<file path="src/rtl/poly_mm_wb_if.sv">
// poly_mm_wb_if: multiplier-result input and RAM write-port signals of poly_mm_wb.
// slave is the writeback block's view; master is the view of its surroundings.
interface poly_mm_wb_if #(
  parameter int unsigned W      = 24,
  parameter int unsigned N_COEF = 256
);
  localparam int unsigned AW = $clog2(N_COEF);

  logic          in_valid;
  logic [W-1:0]  in_share1;
  logic [W-1:0]  in_share2;
  logic          out_valid;
  logic          out_ready;
  logic [AW-1:0] out_addr;
  logic [W-1:0]  out_share1;
  logic [W-1:0]  out_share2;

  modport master (
    output in_valid, in_share1, in_share2, out_ready,
    input  out_valid, out_addr, out_share1, out_share2
  );

  modport slave (
    input  in_valid, in_share1, in_share2, out_ready,
    output out_valid, out_addr, out_share1, out_share2
  );
endinterface

</file>
<file path="src/rtl/poly_mm_wb.sv">
// poly_mm_wb: tags Barrett multiplier results with a coefficient index and buffers them for RAM.
// Macro POLY_WB_UNMASK_EN stores share1^share2 instead of the shares and range-checks it against wb_q.
module poly_mm_wb #(
  parameter int unsigned DEPTH    = 8,
  parameter int unsigned N_COEF   = 256,
  parameter int unsigned W        = 24,
  parameter int unsigned STALL_TH = 4
) (
  input  logic         poly_wb_clk,
  input  logic         poly_wb_rst,
  input  logic         wb_start,
  input  logic [W-1:0] wb_q,
  output logic         wb_stall,
  output logic         wb_busy,
  output logic         wb_done,
  output logic         err_overflow,
  output logic         err_unexp,
  output logic         err_range,
  poly_mm_wb_if.slave  bus
);
  localparam int unsigned AW = $clog2(N_COEF);
  localparam int unsigned IW = AW + 1;
  localparam int unsigned PW = $clog2(DEPTH);
  localparam int unsigned CW = PW + 1;
  localparam int unsigned EW = AW + 2 * W;
  localparam logic [IW-1:0] NCoef   = IW'(N_COEF);
  localparam logic [CW-1:0] Depth   = CW'(DEPTH);
  localparam logic [CW-1:0] StallTh = CW'(STALL_TH);

  typedef enum logic [1:0] {StIdle, StRun, StDrain, StDone} state_e;
  state_e state_q, state_d;

  logic [EW-1:0] mem_q [DEPTH];
  logic [PW-1:0] wptr_q, wptr_d, rptr_q, rptr_d;
  logic [CW-1:0] count_q, count_d;
  logic [IW-1:0] in_idx_q, in_idx_d, out_cnt_q, out_cnt_d;
  logic          stall_q, stall_d, ovf_q, ovf_d, unexp_q, unexp_d, range_q, range_d;
  logic          head_valid, full, push_req, push, pop, range_hit;
  logic [W-1:0]  wr_s1, wr_s2;
  logic [EW-1:0] head;

`ifdef POLY_WB_UNMASK_EN
  logic [W-1:0] unmasked;
  assign unmasked  = bus.in_share1 ^ bus.in_share2;
  assign wr_s1     = unmasked;
  assign wr_s2     = '0;
  assign range_hit = unmasked >= wb_q;
`else
  logic unused_wb_q;
  assign unused_wb_q = |wb_q;
  assign wr_s1       = bus.in_share1;
  assign wr_s2       = bus.in_share2;
  assign range_hit   = 1'b0;
`endif

  assign head_valid = count_q != '0;
  assign full       = count_q == Depth;
  assign pop        = head_valid && bus.out_ready;
  assign push_req   = bus.in_valid && (state_q == StRun);
  // A full FIFO still accepts a push when the head leaves in the same cycle.
  assign push       = push_req && (!full || pop);

  always_comb begin
    state_d   = state_q;
    in_idx_d  = in_idx_q;
    out_cnt_d = pop ? out_cnt_q + IW'(1) : out_cnt_q;
    ovf_d     = ovf_q;
    unexp_d   = unexp_q;
    range_d   = range_q;
    count_d   = count_q + CW'(push) - CW'(pop);
    wptr_d    = push ? wptr_q + PW'(1) : wptr_q;
    rptr_d    = pop ? rptr_q + PW'(1) : rptr_q;
    case (state_q)
      StIdle: begin
        if (wb_start) begin
          state_d   = StRun;
          in_idx_d  = '0;
          out_cnt_d = '0;
          ovf_d     = 1'b0;
          unexp_d   = 1'b0;
          range_d   = 1'b0;
        end
      end
      StRun: begin
        // Index advances even on a dropped push so later addresses stay aligned.
        if (bus.in_valid) begin
          in_idx_d = in_idx_q + IW'(1);
          if (in_idx_d == NCoef) state_d = StDrain;
        end
      end
      StDrain: if (out_cnt_d == NCoef && count_d == '0) state_d = StDone;
      StDone:  state_d = StIdle;
      default: state_d = StIdle;
    endcase
    if (bus.in_valid && state_q != StRun) unexp_d = 1'b1;
    if (push_req && full && !pop)         ovf_d   = 1'b1;
    if (push_req && range_hit)            range_d = 1'b1;
    stall_d = (Depth - count_d) <= StallTh;
  end

  always_ff @(posedge poly_wb_clk) begin
    if (poly_wb_rst) begin
      state_q   <= StIdle;
      wptr_q    <= '0;
      rptr_q    <= '0;
      count_q   <= '0;
      in_idx_q  <= '0;
      out_cnt_q <= '0;
      stall_q   <= 1'b0;
      ovf_q     <= 1'b0;
      unexp_q   <= 1'b0;
      range_q   <= 1'b0;
    end else begin
      state_q   <= state_d;
      wptr_q    <= wptr_d;
      rptr_q    <= rptr_d;
      count_q   <= count_d;
      in_idx_q  <= in_idx_d;
      out_cnt_q <= out_cnt_d;
      stall_q   <= stall_d;
      ovf_q     <= ovf_d;
      unexp_q   <= unexp_d;
      range_q   <= range_d;
    end
  end

  always_ff @(posedge poly_wb_clk) begin
    if (push) mem_q[wptr_q] <= {in_idx_q[AW-1:0], wr_s1, wr_s2};
  end

  assign head           = mem_q[rptr_q];
  assign bus.out_valid  = head_valid;
  assign bus.out_addr   = head_valid ? head[EW-1 -: AW] : '0;
  assign bus.out_share1 = head_valid ? head[2*W-1 -: W] : '0;
  assign bus.out_share2 = head_valid ? head[W-1:0] : '0;
  assign wb_stall       = stall_q;
  assign wb_busy        = state_q != StIdle;
  assign wb_done        = state_q == StDone;
  assign err_overflow   = ovf_q;
  assign err_unexp      = unexp_q;
  assign err_range      = range_q;
endmodule

</file>
<file path="src/flat_wrapper.sv">
// flat-port wrapper written by rule: the top's interface ports become plain ports
module poly_mm_wb_flat 
#(
  parameter int unsigned DEPTH    = 8,
  parameter int unsigned N_COEF   = 256,
  parameter int unsigned W        = 24,
  parameter int unsigned STALL_TH = 4
)
  (poly_wb_clk, poly_wb_rst, wb_start, wb_q, wb_stall, wb_busy, wb_done, err_overflow, err_unexp, err_range, bus_in_valid, bus_in_share1, bus_in_share2, bus_out_ready, bus_out_valid, bus_out_addr, bus_out_share1, bus_out_share2);
  poly_mm_wb_if #(.W(W), .N_COEF(N_COEF)) bus_i ();
  input  logic poly_wb_clk;
  input  logic poly_wb_rst;
  input  logic wb_start;
  input  logic [W-1:0] wb_q;
  output logic wb_stall;
  output logic wb_busy;
  output logic wb_done;
  output logic err_overflow;
  output logic err_unexp;
  output logic err_range;
  input wire logic [$bits(bus_i.in_valid)-1:0] bus_in_valid;
  input wire logic [$bits(bus_i.in_share1)-1:0] bus_in_share1;
  input wire logic [$bits(bus_i.in_share2)-1:0] bus_in_share2;
  input wire logic [$bits(bus_i.out_ready)-1:0] bus_out_ready;
  output wire logic [$bits(bus_i.out_valid)-1:0] bus_out_valid;
  output wire logic [$bits(bus_i.out_addr)-1:0] bus_out_addr;
  output wire logic [$bits(bus_i.out_share1)-1:0] bus_out_share1;
  output wire logic [$bits(bus_i.out_share2)-1:0] bus_out_share2;
  assign bus_i.in_valid = bus_in_valid;
  assign bus_i.in_share1 = bus_in_share1;
  assign bus_i.in_share2 = bus_in_share2;
  assign bus_i.out_ready = bus_out_ready;
  assign bus_out_valid = bus_i.out_valid;
  assign bus_out_addr = bus_i.out_addr;
  assign bus_out_share1 = bus_i.out_share1;
  assign bus_out_share2 = bus_i.out_share2;
  poly_mm_wb #(.DEPTH(DEPTH), .N_COEF(N_COEF), .W(W), .STALL_TH(STALL_TH)) u_core (.poly_wb_clk(poly_wb_clk), .poly_wb_rst(poly_wb_rst), .wb_start(wb_start), .wb_q(wb_q), .wb_stall(wb_stall), .wb_busy(wb_busy), .wb_done(wb_done), .err_overflow(err_overflow), .err_unexp(err_unexp), .err_range(err_range), .bus(bus_i));
endmodule
</file>
<file path="config.mk">
export PLATFORM = sky130hd
export DESIGN_NAME = poly_mm_wb_flat
export DESIGN_NICKNAME = d
export VERILOG_FILES = /design/src/rtl/poly_mm_wb_if.sv /design/src/rtl/poly_mm_wb.sv /design/src/flat_wrapper.sv
export SDC_FILE = /design/constraint.sdc
export NUM_CORES = 1
export LEC_CHECK = 0
export CAP_MARGIN = 5
export CORE_MARGIN = 5
export CORE_UTILIZATION = 35
export CTS_CLUSTER_SIZE = 28
export DETAILED_ROUTE_END_ITERATION = 8
export GPL_ROUTABILITY_DRIVEN = 0
export PLACE_DENSITY = 0.52
export SETUP_SLACK_MARGIN = 0.05
export SYNTH_ARGS = -nofsm -noshare
export SYNTH_HDL_FRONTEND = slang
export SYNTH_SLANG_ARGS = --single-unit
export TNS_END_PERCENT = 5
</file>
<file path="constraint.sdc">
create_clock -name poly_wb_clk -period 19.2 [get_ports poly_wb_clk]
set_input_delay 3.84 -clock poly_wb_clk [delete_from_list [all_inputs] [get_ports poly_wb_clk]]
set_output_delay 3.84 -clock poly_wb_clk [all_outputs]
set_load 0.1 [all_outputs]
</file>
==> out/qor.yml, run 1 <==
grt_max_degree: 60
worstPathRequired_ns: 15.36
chipWidth_um: 242
routed_wire_length_per_instance_um: 22.0
grt_util_all_layers_pct: 13.6
endpoint_kind: "output port"
synthTopCellsByArea: "sky130_fd_sc_hd__edfxtp_1, sky130_fd_sc_hd__mux4_2, sky130_fd_sc_hd__dfxtp_1, sky130_fd_sc_hd__mux2i_1, sky130_fd_sc_hd__nor2_1"
clkLatencyLatePin_ns: 0.59
dr_total_vias: 9088
timing.final.setup_violations: 0
cts_setup_buffers: 0
design_power_total_w: 0.00349
cts.root.buffer_cell: "sky130_fd_sc_hd__clkbuf_16"
synth-edff-count: 448
cts_buffers: 51
final_area_um2: 22500
worst_slew_margin_rel_pct: 24.8
n_antenna_cell: 0
core-area_um2: 53600
post_synth_instance_area_um2: 18900
initial_utilization_pct: 35.2
finalHoldViolations: 0
placed_cell_count: 1737
outcome: "complete, no violations"
fin_crit_ns: 8.26
ioPinCount: 140
first_pass_grt_wire_length_um: 61300
net_count_of_the_finished_layout: 1185
grt_overflow: 0
reg2reg_slack_ns: 15.21
min_delay_path_depth: 2
grt_pass1_vias: 9743
achievable-frequency_mhz: 121
dominantRegCellSynth: "sky130_fd_sc_hd__edfxtp_1"
synth.yosys.seq_area_share_pct: 75.1
clock-sinks: 484
fillCellCount: 4781
layout-area-overhead-vs-synth_pct: 19.0
critPathMaxStageDelay_ns: 1.22
post_cts_hold_buffer_count: 0
route.final.wire_length_um: 40200
rows: 85
cts_tree: "built"
multi_input_area_um2: 4490
placement.cell_area_um2: 20900
floorplan.die.height_um: 242
number_of_antenna_violations_at_the_first_check_in_global_routing: 2
fin_cells: 1831
max_cap_violation_count: 0
hold_ws_ns: 0.467
worstHoldPathType: "reg2reg"
critical_path_arrival_ns: 4.42
postSynthAreaPerCell_um2: 19.8
crit_path_max_fanout: 57
path_class: "reg2out"
yosysWarningCount: 0
vdd_drop_max_uv: 128
postRouteAntennaNets: 0
worstHoldStart: "u_core.err_unexp$_SDFFE_PP0P_"
ys_ff_latch: 484
drt_first_iter_violations: 577
area.sequential_um2: 14200
post_drt_via_cell_ratio: 4.96
worstPathCellList: "buf_4, mux4_2, mux2i_1, nor2_1, clkdlybuf4s50_1"
postSynth.asyncResetShare_pct: 0
first_pass_iters: 4
rsz0062_at_grt: "false"
postCtsResizedCells: 0
final.setup.tns_ns: 0
layout-drive-gt1-share_pct: 19.5
fin_worst_skew_ns: 0.0152
worst_r2r_path_depth: 17
maxSlewViolCount: 0
post-synth-top-count-cell: "sky130_fd_sc_hd__edfxtp_1"
reg_to_reg_critical_path_endpoint: "u_core.state_q[1]$_SDFFE_PP0P_"
drc: 0
cts_max_level: 2
critical_path.reg2reg.startpoint: "u_core.count_q[2]$_SDFF_PP0_"
yosysTopAreaCell: "sky130_fd_sc_hd__edfxtp_1"
tightestPinTransition_ns: 1.13
most_common_library_cells_after_synthesis: "sky130_fd_sc_hd__edfxtp_1, sky130_fd_sc_hd__mux4_2, sky130_fd_sc_hd__nor2_1"
fin_crit_sh_pct: 43.0
cellLeakagePower_nw: 7.01
cts-root-to-sink-buffers: 3
critPathSlowestCell: "sky130_fd_sc_hd__clkdlybuf4s50_1"
post_synth_inst_count: 955
syn_nets: 1046
startpoint_type: "flip-flop"
place.port_buffers: 114
power_density_over_the_cells_nw_per_um2: 155
detailed_place_hpwl_um: 21100
clkSlewWorstSetupHoldPaths_ns: 0.06
design.die.area_um2: 58700
synth_top_area_share_pct: 71.3
min_delay_worst_endpoint: "u_core.err_unexp$_SDFFE_PP0P_"
post_synth_num_cell_types: 50
==> worst max-delay path by stage <==
stage                     cells past startpoint                            to  slack [ns]     startpoint
after floorplan                               5  u_core.mem_q[0][0]$_DFFE_PP_        8.86  bus_out_ready
after global placement                        5               bus_out_addr[7]       11.48      flip-flop
after detailed placement                      8  u_core.mem_q[7][6]$_DFFE_PP_       11.49  bus_out_ready
after CTS                                     5               bus_out_addr[7]       10.83      flip-flop
after global routing                          5             bus_out_share2[2]       10.69      flip-flop
final                                         5               bus_out_addr[7]       10.94      flip-flop
==> area by class of cell <==
type                    instances  share of cell area [%]
flip-flops and latches        484                    63.2
multi-input cells             406                    20.0
clock buffers                  60                    5.83
repair buffers                133                    5.72
well taps                     696                    3.88
clock inverters                34                    1.13
inverters                      18                   0.301
==> cells by family after synthesis <==
family,Yosys count,share of synthesized area (%)
compound gates,44,1.53
xor+xnor,15,0.696
fa+ha+maj,14,0.968
buf+inv,65,1.41
flops,484,75.1
mux,171,16.5
other cells,1,0.0199
simple gates,161,3.80
==> cell usage in the layout, fill, tap and decap left out, drive strengths merged, types with 9 or more instances in the layout <==
cell           instances
a21oi                 17
buf                   19
clkbuf                60
clkdlybuf4s50        114
clkinv                25
dfxtp                 36
edfxtp               448
ha                    13
inv                   22
mux2i                 59
mux4                 112
nand2                 24
nand3                 10
nor2                  93
o21ai                  9
xnor2                  9
==> where the power goes <==
part	internal (W)	leakage [nW]	switching, W
registers	0.00119	4.41	0.0000502
logic	0.000382	1.84	0.000935
clock network	0.000528	0.764	0.000397
==> registers in the layout, summed over array words and instances, names as in the netlist, named ones only <==
signal / count
u_core.count_q: 4
u_core.err_overflow: 1
u_core.err_unexp: 1
u_core.in_idx_q: 9
u_core.mem_q: 448
u_core.out_cnt_q: 9
u_core.rptr_q: 3
u_core.state_q: 2
u_core.wb_stall: 1
u_core.wptr_q: 3
==> per-layer routing <==
layer	up-vias	share of wire, %	global-route usage [%]
met5	-	0.067	0
met1	4748	45	18.5
met4	4	2.1	3.37
met2	154	49	22.5
met3	65	4.2	3.06
li1	4117	-	-
==> critical path: cells and delay by family, from the launching register on <==
family | cells | cell delay [ns]
buffers and inverters | 2 | 2.03
flip-flops | 1 | 0.92
multiplexers | 2 | 0.43
AND/OR/NAND/NOR | 1 | 0.37
==> stage by stage <==
step	utilization, %	setup WS (ns)
final	41.9	10.94
after global routing	41.9	10.69
after CTS	41.9	10.83
after detailed placement	39.0	11.49
after global placement	39.0	11.48
after floorplan	-	8.86
Power figures use the tool's default switching activity.
==> run 2: changes to the inputs <==
--- a/config.mk
+++ b/config.mk
@@ -11,7 +11,7 @@
 export CTS_CLUSTER_SIZE = 28
 export DETAILED_ROUTE_END_ITERATION = 8
 export GPL_ROUTABILITY_DRIVEN = 0
-export PLACE_DENSITY = 0.52
+export PLACE_DENSITY = 0.54
 export SETUP_SLACK_MARGIN = 0.05
 export SYNTH_ARGS = -nofsm -noshare
 export SYNTH_HDL_FRONTEND = slang
==> constraint.sdc (replaced) <==
create_clock -name poly_wb_clk -period 7.2 [get_ports poly_wb_clk]
set_input_delay 1.44 -clock poly_wb_clk [delete_from_list [all_inputs] [get_ports poly_wb_clk]]
set_output_delay 1.44 -clock poly_wb_clk [all_outputs]
set_load 0.1 [all_outputs]
==> out/qor.yml, run 2 (synthesized netlist as in run 1, its figures left out) <==
floorplan.die.height_um: 242  # unchanged
vdd_drop_max_uv: 290  # +130%
reg2reg_slack_ns: 3.79  # -11.42 ns
place.port_buffers: 114  # unchanged
grt_overflow: 0  # unchanged
cts_setup_buffers: 0  # unchanged
path_class: "reg2out"
cts.root.buffer_cell: "sky130_fd_sc_hd__clkbuf_16"
worst_slew_margin_rel_pct: 27.5  # +2.8 points
cts_buffers: 50  # -2.0%
critical_path_arrival_ns: 3.83  # -0.59 ns
rsz0062_at_grt: "false"
core-area_um2: 53600  # unchanged
drc: 0  # unchanged
layout_top_registers: "u_core.mem_q: 448 flops, u_core.in_idx_q: 9 flops, u_core.out_cnt_q: 9 flops"
grt_max_degree: 57  # -5.0%
power_density_over_the_cells_nw_per_um2: 414  # +170%
outcome: "complete, no violations"
number_of_antenna_violations_at_the_first_check_in_global_routing: 2  # unchanged
layout.cells.most_common: "sky130_fd_sc_hd__edfxtp_1"
final.setup.tns_ns: 0  # unchanged
achievable-frequency_mhz: 190
critPathSlowestCell: "sky130_fd_sc_hd__clkdlybuf4s50_1"
cts_tree: "built"
worstHoldPathType: "reg2reg"
hold_ws_ns: 0.468  # +0.00146 ns
worstPathCellList: "buf_12, mux4_2, mux2i_1, nor2_1, clkdlybuf4s50_1"
initial_utilization_pct: 35.2  # unchanged
critPathMaxStageDelay_ns: 1.22  # about the same
layout-drive-gt1-share_pct: 19.5  # +0.034 points
postCtsResizedCells: 0  # unchanged
tightestPinTransition_ns: 1.08  # -0.0421 ns
final_area_um2: 22600  # +0.47%
dpl_worst_slack_ns: 2.21  # -9.28 ns
fin_crit_sh_pct: 73.2
ioPinCount: 140  # unchanged
postRouteAntennaNets: 0  # unchanged
fin_worst_skew_ns: 0.0248  # +0.00960 ns
net_count_of_the_finished_layout: 1185  # unchanged
cellLeakagePower_nw: 7.06  # +0.64%
clkSlewWorstSetupHoldPaths_ns: 0.06  # about the same
design.die.area_um2: 58700  # unchanged
first_pass_iters: 4  # unchanged
max_cap_violation_count: 0  # unchanged
startpoint_type: "flip-flop"
clkLatencyLatePin_ns: 0.58  # about the same
fin_crit_ns: 5.27
largest_register_ffs: 448  # unchanged
clock-sinks: 484  # unchanged
setup_ws_ns: 1.93  # -9.01 ns
cts_max_level: 2  # unchanged
grt_util_all_layers_pct: 13.3  # -0.29 points
grt_pass1_vias: 9812  # +0.71%
detailed_place_hpwl_um: 21000  # -0.28%
drt_first_iter_violations: 471  # -18%
endpoint_kind: "output port"
dr_total_vias: 9098  # +0.11%
post_drt_via_cell_ratio: 4.97  # +0.16%
worst_r2r_path_depth: 16  # -1
min_delay_path_depth: 2  # unchanged
cts-root-to-sink-buffers: 3  # unchanged
rows: 85  # unchanged
maxSlewViolCount: 0  # unchanged
worstHoldStart: "u_core.err_unexp$_SDFFE_PP0P_"
final_cell_mix: "sky130_fd_sc_hd__edfxtp_1, sky130_fd_sc_hd__clkdlybuf4s50_1, sky130_fd_sc_hd__mux4_2, sky130_fd_sc_hd__nor2_1, sky130_fd_sc_hd__mux2i_1"
route.final.wire_length_um: 39400  # -2.0%
chipWidth_um: 242  # unchanged
timing.final.setup_violations: 0  # unchanged
worstPathRequired_ns: 5.76  # -9.60 ns
top_register: "u_core.mem_q"
critical_path.reg2reg.startpoint: "u_core.count_q[2]$_SDFF_PP0_"
routed_wire_length_per_instance_um: 21.5  # -2.0%
finalHoldViolations: 0  # unchanged
layout-area-overhead-vs-synth_pct: 19.6
first_pass_grt_wire_length_um: 60600  # -1.0%
crit_path_max_fanout: 43  # -25%
post_cts_hold_buffer_count: 0  # unchanged
placement.cell_area_um2: 21000  # +0.26%
==> run 2: cell count changes in the layout (fill, tap and decap cells not counted), moves of 2 or more <==
| cell | previous run | this run |
|---|---|---|
| sky130_fd_sc_hd__buf_12 | 0 | 3 |
| sky130_fd_sc_hd__buf_4 | 19 | 17 |
| sky130_fd_sc_hd__clkinvlp_4 | 2 | 0 |
| sky130_fd_sc_hd__inv_6 | 3 | 1 |
==> run 2: layer usage <==
layer | GRT usage, % | vias up | wire, µm
met5 | 0 | - | 7
met4 | 3.24 | 2 | 672
met3 | 3.01 | 55 | 1790
met2 | 22.0 | 156 | 19100
met1 | 18.2 | 4764 | 17800
li1 | - | 4121 | -
==> run 2: worst max-delay path, delay by kind of cell (launching register included) <==
kind	cells	cell delay (ns)
buffers and inverters	2	1.62
DFF	1	0.83
muxes	2	0.37
and+or+nand+nor	1	0.37
==> run 2: where the power goes <==
| part | leakage (nW) | internal (W) | switching, W | total (W) |
|---|---|---|---|---|
| sequential | 4.41 | 0.00318 | 0.000131 | 0.00332 |
| combinational | 1.85 | 0.00103 | 0.00249 | 0.00353 |
| clock | 0.793 | 0.00147 | 0.00104 | 0.00251 |
| total | 7.06 | 0.00569 | 0.00366 | 0.00935 |
==> run 2: layout make-up <==
type                       instances  area (µm²)
fill                            4726       31000
sequential                       484       14200
multi-input combinational        406        4500
clock buffer                      61        1350
timing repair buffer             134        1330
tap                              696         871
clock inverter                    30         267
inverter                          18        67.6
antenna                            1        2.50
==> run 2: path summary, 6_finish.rpt <==
| path | endpoint |
|---|---|
| worst max-delay path | bus_out_share2[1] |
| worst min register to register | u_core.err_unexp$_SDFFE_PP0P_ |
| worst max register to register | u_core.state_q[1]$_SDFFE_PP0P_ |
| worst min-delay path | u_core.err_unexp$_SDFFE_PP0P_ |
==> run 2: per-stage QoR <==
step / util (%) / total power, W / cells
6_report: 42.1 / 0.00935 / 1830
3_3_place_gp: 39.1 / 0.00695 / 1738
3_5_place_dp: 39.1 / 0.00696 / 1738
2_1_floorplan: - / 0.00607 / 955
4_1_cts: 42.1 / 0.00950 / 1829
5_1_grt: 42.1 / 0.00976 / 1829
